## config.mk

```make
export PLATFORM = sky130hd
export DESIGN_NAME = onehot_scan_decoder
export DESIGN_NICKNAME = d
export VERILOG_FILES = /design/src/rtl/onehot_scan_decoder.sv
export SDC_FILE = /design/constraint.sdc
export NUM_CORES = 1
export LEC_CHECK = 0
export BUFFER_PORTS_ARGS = -buffer_cell sky130_fd_sc_hd__buf_2
export CORE_ASPECT_RATIO = 2
export CORE_UTILIZATION = 27
export DETAILED_ROUTE_END_ITERATION = 10
export PLACE_DENSITY = 0.48
export SYNTH_ARGS = -nofsm -noshare
export SYNTH_HDL_FRONTEND = slang
export SYNTH_SLANG_ARGS = --single-unit
```

## constraint.sdc

```tcl
create_clock -name clk -period 1.66 [get_ports clk]
set_input_delay 0.166 -clock clk [delete_from_list [all_inputs] [get_ports clk]]
set_output_delay 0.166 -clock clk [all_outputs]
set_load 0.02 [all_outputs]
```

## src/rtl/onehot_scan_decoder.sv

```systemverilog
// Registered binary-to-one-hot decoder. Direct mode decodes handshaked codes;
// scan mode walks the one-hot bit from 0 to a programmable last index with a dwell time.
module onehot_scan_decoder #(
  parameter int CODE_W  = 4,
  parameter int DWELL_W = 8
) (
  input  logic                     clk,
  input  logic                     rst_n,
  input  logic                     en,
  input  logic                     mode,
  input  logic                     in_valid,
  output logic                     in_ready,
  input  logic [CODE_W-1:0]        code,
  input  logic [CODE_W-1:0]        last,
  input  logic [DWELL_W-1:0]       dwell,
  output logic [(1<<CODE_W)-1:0]   data,
  output logic [CODE_W-1:0]        index,
  output logic                     wrap
);

  localparam int OUT_W = 1 << CODE_W;

  typedef enum logic [1:0] {IDLE, DIRECT, SCAN} state_t;

  state_t             state, state_nx;
  logic [OUT_W-1:0]   data_nx;
  logic [CODE_W-1:0]  index_nx;
  logic               wrap_nx;
  logic [DWELL_W-1:0] dcnt, dcnt_nx;

  function automatic logic [OUT_W-1:0] onehot(input logic [CODE_W-1:0] idx);
    logic [OUT_W-1:0] r;
    r      = '0;
    r[idx] = 1'b1;
    return r;
  endfunction

  assign in_ready = (state == DIRECT);

  always_comb begin
    state_nx = state;
    data_nx  = data;
    index_nx = index;
    wrap_nx  = 1'b0;
    dcnt_nx  = '0;
    case (state)
      IDLE: begin
        data_nx  = '0;
        index_nx = '0;
        if (en) begin
          if (mode) begin
            state_nx = SCAN;
            data_nx  = onehot('0);
          end else begin
            state_nx = DIRECT;
          end
        end
      end
      DIRECT: begin
        if (!en) begin
          state_nx = IDLE;
          data_nx  = '0;
          index_nx = '0;
        end else if (mode) begin
          state_nx = SCAN;
          data_nx  = onehot('0);
          index_nx = '0;
        end else if (in_valid) begin
          data_nx  = onehot(code);
          index_nx = code;
        end
      end
      SCAN: begin
        if (!en) begin
          state_nx = IDLE;
          data_nx  = '0;
          index_nx = '0;
        end else if (!mode) begin
          // Leaving scan clears the output; direct mode starts blank until an accept.
          state_nx = DIRECT;
          data_nx  = '0;
          index_nx = '0;
        end else if (dcnt == dwell) begin
          if (index >= last) begin
            index_nx = '0;
            wrap_nx  = 1'b1;
          end else begin
            index_nx = index + 1'b1;
          end
          data_nx = onehot(index_nx);
        end else begin
          // Counter wraps naturally if dwell was lowered below it mid-scan.
          dcnt_nx = dcnt + 1'b1;
        end
      end
      default: begin
        state_nx = IDLE;
        data_nx  = '0;
        index_nx = '0;
      end
    endcase
  end

  always_ff @(posedge clk) begin
    if (!rst_n) begin
      state <= IDLE;
      data  <= '0;
      index <= '0;
      wrap  <= 1'b0;
      dcnt  <= '0;
    end else begin
      state <= state_nx;
      data  <= data_nx;
      index <= index_nx;
      wrap  <= wrap_nx;
      dcnt  <= dcnt_nx;
    end
  end

endmodule

```

==> results.sh <==
export IMPL_status="complete, but fails checks"
export IMPL_failed_checks="setup timing"
export IMPL_final_util=0.412
export IMPL_grt_overflow_total=0
export IMPL_power_sequential_fraction=0.360
export IMPL_routed_wirelength_mm=5.69
export IMPL_final_max_slew_violation_count=0
export IMPL_gp_congestion=0.818
export IMPL_insertedDiodeCount=0
export IMPL_syn_num_nets=262
export IMPL_synth_yosys_seq_area_share=0.324
export IMPL_post_layout_worst_setup_margin_ns=-0.0650
export IMPL_floorplan_initialDensity=0.279
export IMPL_min_path_type="primary input to register"
export IMPL_clock_insertion_delay_worst_skew_ns=0.28
export IMPL_first_global_vias=1946
export IMPL_die_area_mm2=0.00747
export IMPL_synthAdderAreaFrac=0.0652
export IMPL_placement_io_buffers=42
export IMPL_cts_sinks=31
export IMPL_drc=0
export IMPL_rr_endpoint="data[7]"
export IMPL_whs_ns=0.360
export IMPL_comb_power_share=0.156
export IMPL_grt_max_degree=21
export IMPL_floorplan_rows=43
export IMPL_holdCritStartpoint="rst_n"
export IMPL_netlist_instances=231
export IMPL_data_arrival_time_of_the_critical_path_ns=1.94
export IMPL_report_final_hold_viol_count=0
export IMPL_layout_commonest_cell="sky130_fd_sc_hd__buf_2"
export IMPL_synth_simple_gate_area_share=0.271
export IMPL_crit_chain="ha_4, o211ai_1, o21ai_4, nor3_4, buf_4, a31oi_1, mux2i_1"
export IMPL_final_antenna_net_count=0
export IMPL_grt_antenna_before_repair=0
export IMPL_clock_skew_ns=0.00143
export IMPL_share_of_total_power_consumed_by_net_switching=0.252
export IMPL_p_int_mw=1.59
export IMPL_ctsHtreeMaxLevel=2
export IMPL_worstPathRequired_ns=1.87
export IMPL_max_cap_violations=0
export IMPL_yosys_register_bits=31
export IMPL_via_cell_ratio=4.81
export IMPL_r2r_cells=7
export IMPL_vias=1904
export IMPL_worstPathMaxFanout=7
export IMPL_min_period_over_period=1.04
export IMPL_layoutNonFillerInstCount=396
export IMPL_detailedPlacementHpwl_mm=4.41
export IMPL_dominant_combinational_cell_family_by_area_after_synthesis="simple AND/OR/NAND/NOR gates"
export IMPL_design_final_nets=336
export IMPL_dp_cells=383
export IMPL_clkPwrFrac=0.483
export IMPL_timing_critical_path_slowest_cell_delay_ns=0.36
export IMPL_synth_xor_xnor_area_share=0.0776
export IMPL_first_pass_iters=4
export IMPL_cp_startpoint="index[1]"
export IMPL_worstReg2RegStart="index[1]"
export IMPL_synthDistinctLibCells=41
export IMPL_detail_route_iter0_violations=53
export IMPL_ioPinCount=43
export IMPL_rsz0062_at_grt="yes"
export IMPL_total_routing_usage_gr=0.166
export IMPL_postSynth_asyncResetShare=0
export IMPL_fillerInstances=757
export IMPL_netSwitchingPower_uw=536
export IMPL_layout_common_cells="42 x sky130_fd_sc_hd__buf_2, 35 x sky130_fd_sc_hd__buf_4, 28 x sky130_fd_sc_hd__nor2_1"
export IMPL_worstSetupStartpointType="register"
export IMPL_muxShareOfSynthArea=0.104
export IMPL_vdd_drop_max_mv=0.532
export IMPL_die_height_um=121
export IMPL_worst_hold_path_num_cells=4
export IMPL_slowest_stage="sky130_fd_sc_hd__dfxtp_2"
export IMPL_worst_slew_pin_transition_ns=0.379
export IMPL_timing_fmax_mhz=580
export IMPL_cts_root_buf="sky130_fd_sc_hd__clkbuf_16"
export IMPL_synth_compound_area_share=0.106
export IMPL_hold_end="index[2]"
export IMPL_maxSlewHeadroom=0.746
export IMPL_syn_to_final_growth_pct=47.9
export IMPL_power_density_cell_area_mw_per_mm2=751
export IMPL_cts_root_to_sink_buffers=2
export IMPL_final_layout_size_suffix_gt1_frac=0.425
export IMPL_grt_pass1_wl_mm=8.86
export IMPL_end_kind="register"
export IMPL_floorplan_core_area_mm2=0.00689
export IMPL_width_of_the_die_um=61.6
export IMPL_critical_path_class="register to register"
export IMPL_tritoncts="built"
export IMPL_total_of_warnings_raised_by_yosys=0
export IMPL_post_route_min_period_ns=1.72
export IMPL_setup_viol_count_final=4
export IMPL_cellLeakagePower_nw=1.24
export IMPL_number_of_synthesized_flops_with_an_enable_pin=0
export IMPL_clk_pin_slew_worst_paths_ns=0.05
export IMPL_cts_buffers=5
export IMPL_detail_route_wl_per_cell_um=14.4
export IMPL_reg2reg_slack_ns=-0.06
export IMPL_syn_avg_cell_area_um2=8.30
export IMPL_netlist_area_mm2=0.00192
export IMPL_synth_top_flop_cell="sky130_fd_sc_hd__dfxtp_1"
## cell usage after synthesis (all sizes together), types with 3 or more instances
master	number	area (um^2)
xnor2	11	96.3
nor2	29	109
xor2	6	52.6
dfxtp	31	621
nor4	6	37.5
a32o	4	40.0
clkbuf	7	26.3
or3	3	23.8
a21oi	7	35.0
buf	4	35.0
nand3	15	75.1
ha	10	125
mux2i	20	200
nor3	3	26.3
and3	3	20.0
nand3b	5	41.3
a31oi	7	43.8
nand2	27	104
inv	10	37.5
## stage by stage
step	setup slack (ns)	power, mW	cell area [um^2]	setup TNS (ns)
CTS	-0.0518	2.14	2700	-0.411
global route	-0.129	2.22	2840	-1.08
finish	-0.0650	2.13	2840	-0.144
detailed placement	-0.136	1.08	2460	-0.787
floorplan	-0.0142	0.964	1970	-0.0142
global placement	-0.0856	1.08	2460	-0.376
## how the worst max path moves through the flow
stage	to	slack, ns	cells after the start
2_1_floorplan	index[1]	-0.01	9
3_3_place_gp	data[5]	-0.09	6
6_report	data[7]	-0.06	7
5_1_grt	data[7]	-0.13	8
3_5_place_dp	data[5]	-0.14	6
4_1_cts	state[1]	-0.05	6
## sequential cells by signal, summed over array words and instances (netlist names)
register / count
data: 16
index: 4
wrap: 1
state: 2
dcnt: 8
## per-layer routing
metal,part of all wire,global-route usage,wire (um),vias to the layer above
met3,0.034,0.0373,195,19
li1,-,-,-,958
met5,0,0,0,-
met2,0.58,0.316,3320,47
met1,0.34,0.144,1920,880
met4,0.044,0.100,252,0
## worst max-delay path: cells and delay by family, from the launching register on
kind,cells,cell delay [ns]
buf+inv,1,0.18
flops,1,0.36
simple gates,1,0.28
fa+ha+maj,1,0.20
compound gates,3,0.49
mux,1,0.13
## power by group through the flow
stage               Sequential (mW)  Combinational [mW]  Clock, mW
floorplan                     0.784               0.180          0
global placement              0.780               0.297          0
detailed placement            0.781               0.298          0
CTS                           0.765               0.311       1.06
global route                  0.770               0.363       1.09
finish                        0.768               0.333       1.03
## timing repair
| action | in CTS | in global routing |
|---|---|---|
| pin swaps | 11 | 14 |
| buffers inserted | 3 | 2 |
| setup endpoints to repair | 19 | 22 |
| resized for setup | 9 | 25 |
| hold buffers | 0 | 0 |
## cells by family (layout without fill, tap and decap cells)
family	after synthesis	after routing
AOI/OAI and AO/OA	29	29
xor gates and xnor gates	17	17
adders and majority gates	10	10
buffers and inverters	21	96
DFF	31	31
muxes	20	20
and+or+nand+nor	103	103
## cell type report
class,instances,area [um^2],area share
Clock buffer,7,164,0.0578
Clock inverter,1,5.00,0.00176
Inverter,10,40.0,0.0141
Multi-Input combinational cell,179,1390,0.491
Sequential cell,31,631,0.222
Tap cell,90,113,0.0397
Timing Repair Buffer,78,493,0.174
(Power assumes the default switching activity.)
